## config.mk

```make
export PLATFORM = sky130hd
export DESIGN_NAME = ant_pheromone_table
export DESIGN_NICKNAME = d
export VERILOG_FILES = /design/src/rtl/ant_pheromone_table_pkg.sv /design/src/rtl/ant_argmax_select.sv /design/src/rtl/ant_pheromone_table.sv
export SDC_FILE = /design/constraint.sdc
export NUM_CORES = 2
export LEC_CHECK = 0
export CAP_MARGIN = 10
export CORE_MARGIN = 10
export CORE_UTILIZATION = 55
export CTS_CLUSTER_DIAMETER = 60
export CTS_CLUSTER_SIZE = 16
export DETAILED_ROUTE_END_ITERATION = 7
export MAX_ROUTING_LAYER = met4
export PLACE_DENSITY_LB_ADDON = 0.05
export SLEW_MARGIN = 0
export SYNTH_ARGS = -nofsm -noshare
export SYNTH_HDL_FRONTEND = slang
export SYNTH_HIERARCHICAL = 1
export SYNTH_SLANG_ARGS = --single-unit
export TNS_END_PERCENT = 5
```

## constraint.sdc

```tcl
create_clock -name i_clk -period 7.85 [get_ports i_clk]
set_input_delay 1.1775 -clock i_clk [delete_from_list [all_inputs] [get_ports i_clk]]
set_output_delay 1.1775 -clock i_clk [all_outputs]
set_load 0.03 [all_outputs]
```

## src/rtl/ant_pheromone_table_pkg.sv

```systemverilog
// Shared types and default constants for the ant-colony pheromone table.
// The FSM enum and the default-sized index types live here.
package ant_pheromone_table_pkg;

  localparam int NODES_D       = 16;
  localparam int PORTS_D       = 5;
  localparam int PH_W_D        = 8;
  localparam int PH_MIN_D      = 0;
  localparam int PH_MAX_D      = 255;
  localparam int PH_INIT_D     = 128;
  localparam int DELTA_INC_D   = 4;
  localparam int DELTA_DEC_D   = 1;
  localparam int EVAP_PERIOD_D = 1024;
  localparam int EVAP_STEP_D   = 1;

  typedef logic [PH_W_D-1:0]          ph_t;
  typedef logic [$clog2(NODES_D)-1:0] dest_t;
  typedef logic [$clog2(PORTS_D)-1:0] port_t;

  typedef enum logic {
    IDLE,
    SWEEP
  } state_e;

endpackage

```

## src/rtl/ant_argmax_select.sv

```systemverilog
// Combinational argmax over neighbour ports 1..PORTS-1, skipping the parent.
// Ties go to the lowest index; nothing above zero selects port 0.
module ant_argmax_select #(
  parameter int PORTS = 5,
  parameter int PH_W  = 8
) (
  input  logic [(PORTS-1)*PH_W-1:0] i_vals,
  input  logic [$clog2(PORTS)-1:0]  i_parent,
  output logic [PORTS-1:0]          o_onehot,
  output logic [PH_W-1:0]           o_value
);

  int              best_p;
  logic [PH_W-1:0] best_v;
  logic [PH_W-1:0] cur_v;

  always_comb begin
    best_p = 0;
    best_v = '0;
    cur_v  = '0;
    for (int p = 1; p < PORTS; p++) begin
      cur_v = i_vals[(p-1)*PH_W +: PH_W];
      if (p != int'(i_parent) && cur_v > best_v) begin
        best_v = cur_v;
        best_p = p;
      end
    end
    o_value = best_v;
    for (int p = 0; p < PORTS; p++) begin
      o_onehot[p] = (p == best_p);
    end
  end

endmodule

```

## src/rtl/ant_pheromone_table.sv

```systemverilog
// Per-destination pheromone table with reinforcement updates,
// argmax next-hop lookup and periodic evaporation sweeps.
module ant_pheromone_table
  import ant_pheromone_table_pkg::*;
#(
  parameter int NODES       = NODES_D,
  parameter int PORTS       = PORTS_D,
  parameter int PH_W        = PH_W_D,
  parameter int PH_MIN      = PH_MIN_D,
  parameter int PH_MAX      = PH_MAX_D,
  parameter int PH_INIT     = PH_INIT_D,
  parameter int DELTA_INC   = DELTA_INC_D,
  parameter int DELTA_DEC   = DELTA_DEC_D,
  parameter int EVAP_PERIOD = EVAP_PERIOD_D,
  parameter int EVAP_STEP   = EVAP_STEP_D
) (
  input  logic                     i_clk,
  input  logic                     i_reset_n,
  input  logic                     i_lookup_valid,
  input  logic [$clog2(NODES)-1:0] i_lookup_dest,
  input  logic [$clog2(PORTS)-1:0] i_lookup_parent,
  input  logic                     i_update_valid,
  input  logic [$clog2(NODES)-1:0] i_update_dest,
  input  logic [$clog2(PORTS)-1:0] i_update_port,
  output logic                     o_ready,
  output logic                     o_next_valid,
  output logic [PORTS-1:0]         o_next_output,
  output logic [PH_W-1:0]          o_next_value
);

  localparam int DW = $clog2(NODES);
  localparam int EW = $clog2(EVAP_PERIOD);

  typedef logic [PH_W-1:0] ph_w_t;

  ph_w_t tab_q [NODES][1:PORTS-1];
  ph_w_t tab_d [NODES][1:PORTS-1];

  state_e          state_q, state_d;
  logic [EW-1:0]   evap_q, evap_d;
  logic [DW-1:0]   row_q, row_d;

  logic            nv_q;
  logic [PORTS-1:0] no_q;
  ph_w_t           nval_q;

  logic                     lk_acc;
  logic                     upd_acc;
  logic [(PORTS-1)*PH_W-1:0] row_flat;
  logic [PORTS-1:0]         sel_oh;
  ph_w_t                    sel_v;
  logic [PORTS-1:0]         res_oh;
  ph_w_t                    res_v;

  function automatic ph_w_t sat_inc(input ph_w_t v);
    logic [PH_W:0] s;
    s = {1'b0, v} + (PH_W+1)'(DELTA_INC);
    if (s > (PH_W+1)'(PH_MAX)) return ph_w_t'(PH_MAX);
    return s[PH_W-1:0];
  endfunction

  function automatic ph_w_t sat_dec(input ph_w_t v,
                                    input int   step);
    logic [PH_W:0] s;
    s = {1'b0, v} - (PH_W+1)'(step);
    if (s[PH_W] || s[PH_W-1:0] < ph_w_t'(PH_MIN))
      return ph_w_t'(PH_MIN);
    return s[PH_W-1:0];
  endfunction

  assign lk_acc  = i_lookup_valid & o_ready;
  assign upd_acc = i_update_valid & o_ready;

  always_comb begin
    state_d = state_q;
    evap_d  = evap_q;
    row_d   = row_q;
    o_ready = 1'b0;
    unique case (state_q)
      IDLE: begin
        o_ready = 1'b1;
        if (evap_q == EW'(EVAP_PERIOD-1)) begin
          evap_d  = '0;
          row_d   = '0;
          state_d = SWEEP;
        end else begin
          evap_d = evap_q + EW'(1);
        end
      end
      SWEEP: begin
        if (row_q == DW'(NODES-1)) begin
          row_d   = '0;
          state_d = IDLE;
        end else begin
          row_d = row_q + DW'(1);
        end
      end
      default: state_d = IDLE;
    endcase
  end

  // Updates and sweeps never coincide: updates need o_ready.
  always_comb begin
    tab_d = tab_q;
    if (upd_acc) begin
      for (int p = 1; p < PORTS; p++) begin
        if (p == int'(i_update_port))
          tab_d[i_update_dest][p] = sat_inc(tab_q[i_update_dest][p]);
        else
          tab_d[i_update_dest][p] =
            sat_dec(tab_q[i_update_dest][p], DELTA_DEC);
      end
    end
    if (state_q == SWEEP) begin
      for (int p = 1; p < PORTS; p++) begin
        tab_d[row_q][p] = sat_dec(tab_q[row_q][p], EVAP_STEP);
      end
    end
  end

  always_comb begin
    row_flat = '0;
    for (int p = 1; p < PORTS; p++) begin
      row_flat[(p-1)*PH_W +: PH_W] = tab_q[i_lookup_dest][p];
    end
  end

  ant_argmax_select #(
    .PORTS (PORTS),
    .PH_W  (PH_W)
  ) u_sel (
    .i_vals   (row_flat),
    .i_parent (i_lookup_parent),
    .o_onehot (sel_oh),
    .o_value  (sel_v)
  );

  // A row sitting entirely at the floor routes to the local port.
  always_comb begin
    res_oh = sel_oh;
    res_v  = sel_v;
    if (sel_v <= ph_w_t'(PH_MIN)) begin
      res_oh    = '0;
      res_oh[0] = 1'b1;
      res_v     = ph_w_t'(PH_MIN);
    end
  end

  always_ff @(posedge i_clk or negedge i_reset_n) begin
    if (!i_reset_n) begin
      state_q <= IDLE;
      evap_q  <= '0;
      row_q   <= '0;
      nv_q    <= 1'b0;
      no_q    <= '0;
      nval_q  <= '0;
      for (int n = 0; n < NODES; n++) begin
        for (int p = 1; p < PORTS; p++) begin
          tab_q[n][p] <= ph_w_t'(PH_INIT);
        end
      end
    end else begin
      state_q <= state_d;
      evap_q  <= evap_d;
      row_q   <= row_d;
      nv_q    <= lk_acc;
      no_q    <= lk_acc ? res_oh : '0;
      nval_q  <= lk_acc ? res_v : '0;
      tab_q   <= tab_d;
    end
  end

  assign o_next_valid  = nv_q;
  assign o_next_output = no_q;
  assign o_next_value  = nval_q;

endmodule

```

==> metrics <==
Fillers approximately 5900; Max VDD drop ~0.00028 V; Detailed Route WL 179 mm; area leader, netlist dfrtp_1; CP arrival about 7.9 ns; Placed Instances ~4600; worst-case hold slack roughly 0.48 ns; post-route non-filler standard cell count 4716; Layout Skew around 0.036 ns; Synth top area share a little under a third; predominant post-synthesis flop cell dfrtp_1; final core occ about three fifths; Post-Syn Area 39300 um2; Internal 8.94 mW; post-route ant nets 0; CP Data Required Time ~8.4 ns; Reg2Reg Depth 28; asr flop ratio synth between 90% and 100%; CTS clk-pin slew, worst paths around 0.070 ns; max-cap viol count 0; Synth area leaders dfrtp_1 30%, mux4_2 26%, a21oi_1 8.5%; Die ar. approximately 83000 um2; Final Cycle Share 94.3%; RR Startpoint tab_q[408]; measured slew at the worst slew-check pin around 1.5 ns; EDFF count, synth 0; Crit Path Class in2reg; Net Sw Power between 6 and 7 mW; Fin. Hold Viols 0; setup_tns 0 ns; run status finished, final reports clean; Pleak ~16 nW; Total Power between 15 and 20 mW; root buffer cell clkbuf_16; initial core utilization a little under three fifths; number of I/O port buffers 32; TritonCTS buffer count 56; gr ovfl total 0; PnR worst setup slack 0.450 ns; via count ~37000; CTS tree built; setup bufs post-CTS 0; final instance area about 42000 um2; final net count between 3000 and 4000; vias in the first global route ~36000; Rel. slew slack about 2.6%; final setup fails 0; Synth-to-Final Area Change 7.61%; syn_nets about 4000; Crit path largest cell delay ~0.54 ns; cell count of the worst hold path 1; worst r2r dst o_next_output[2]; GR Util All Layers 43.9%; Clock power frac between 10% and 20%; iteration count of the initial detailed-routing pass 7; Sw Share 43.7%; num ports 33; Syn Inst Count 3908; Yosys reg bits around 540; first-pass GRT wire length approximately 260 mm; critical path peak fanout 28; worst hold-check path type reg2reg; post-synthesis sequential area ratio 34.7%; Die H between 200 and 300 um; post-DP HPWL between 100 and 150 mm; multi-input logic area 23800 um2; final slew viol count 0; Ys Warns 6; DRC Markers 0; Yosys cell types between 90 and 100; Hold Path Origin evap_q[6]; clk sink count about 540; critical path endpoint category register; Crit-path slowest cell mux4_2; DR WL/cell between 30 and 40 um; RePlAce Congestion approximately 1; R2R setup slack 1.11 ns; clock insertion delay at the later pin of the skew report about 0.67 ns; antenna violations before repair 6; DR iter-0 viols ~6600; Die X 287 um; largest net degree at the start of global routing 154; core area roughly 70000 um2; unrepaired setup endpoints after global routing false; Register Area approximately 14000 um2; combinational share of power about half; Vias/cell between 7 and 8; Cell Area, Placed roughly 40000 um2; syn_area_per_cell 10.1 um2; CTS Buffer Depth 3; Setup crit start kind input port; Hold Buf Count CTS 0; pre-CTS setup slack -0.111 ns; CTS H-Tree Depth 2; sequential share of power 32.9%; cell row count 97; share of cells above drive strength 1 around a quarter; Max Clock Freq roughly 140 MHz; Tmin final approximately 7.4 ns; WHS Endpoint evap_q[6]; Pwr Density 376 nW/um2
worst max path at each step:
stage,cells after the start,to,startpoint
global route,30,o_next_output[2],i_lookup_dest[0]
floorplan,31,o_next_output[1],i_lookup_dest[0]
detailed placement,31,o_next_output[2],i_lookup_dest[0]
CTS,31,o_next_output[2],i_lookup_dest[0]
global placement,30,o_next_output[2],i_lookup_dest[0]
finish,29,o_next_output[2],i_lookup_dest[0]
logic make-up after synthesis:
logic type / count (synthesis) / share of synthesized area, %
simple gates: 1170 / 13.5
fa+ha+maj: 50 / 1.59
xor+xnor: 24 / 0.535
mux: 490 / 27.1
flops: 541 / 34.7
compound gates: 1162 / 17.2
buf+inv: 471 / 5.29
power groups by stage:
stage	clock (mW)	combinational (mW)	sequential, mW
global route	2.91	8.34	5.31
global placement	0	7.37	5.07
CTS	2.79	7.61	5.11
finish	2.80	7.86	5.22
floorplan	0	5.70	4.74
detailed placement	0	7.58	5.15
what timing repair did:
action                                  4_1_cts  5_1_grt
hold endpoints to repair                      0        0
endpoints found under the setup margin        0        4
resized for setup                             0        1
routing by layer:
metal  GRT usage [%]  part of all wire (%)
met1            53.8                    34
met4            28.7                   8.0
met2            58.7                    41
met5               -                     0
met3            18.5                    17
critical path, delay by kind of cell:
kind	cells	cell delay, ns
compound gates	9	1.63
mux	3	1.55
fa+ha+maj	3	0.87
buf+inv	6	1.18
simple gates	8	1.43
synth_stat cells, types with 14 or more instances:
master    number
dfstp_2       64
o21ai_0      146
mux2i_1       21
buf_2         72
buf_4         16
dfrtp_1      477
a22oi_1       73
o21ai_1       19
a21oi_1      667
nand4_1       28
nor2_1       396
inv_1         48
o221ai_1      32
nand2_1      351
buf_6         14
o22ai_1       85
xnor2_1       14
and2_1        30
a211oi_1      35
mux4_2       453
and3_1        78
nand3_1      116
nor3_1        74
buf_1         28
clkbuf_1     287
ha_1          50
a22o_1        16
cells in the final DEF (no fill, tap or decap), types with 70 or more instances in the layout:
cell type	n
a21oi_1	666
a22oi_1	73
and3_1	78
buf_4	134
dfrtp_1	473
mux4_2	453
nand2_1	319
nand3_1	116
nor2_1	383
nor3_1	70
o21ai_0	146
o22ai_1	85
layout make-up:
class / instances / area share (%)
clock inverter: 40 / 0.914
tap: 940 / 2.78
antenna: 8 / 0.0474
sequential: 541 / 32.2
inverter: 49 / 0.441
clock buffer: 64 / 3.46
timing repair buffer: 178 / 3.71
multi-input combinational: 2896 / 56.4
state kept, by name, indices dropped and copies added (netlist names):
register / cells
evap_q: 10
state_q: 1
tab_q: 512
row_q: 4
o_next_output: 5
o_next_valid: 1
o_next_value: 8
(Power assumes the default switching activity.)
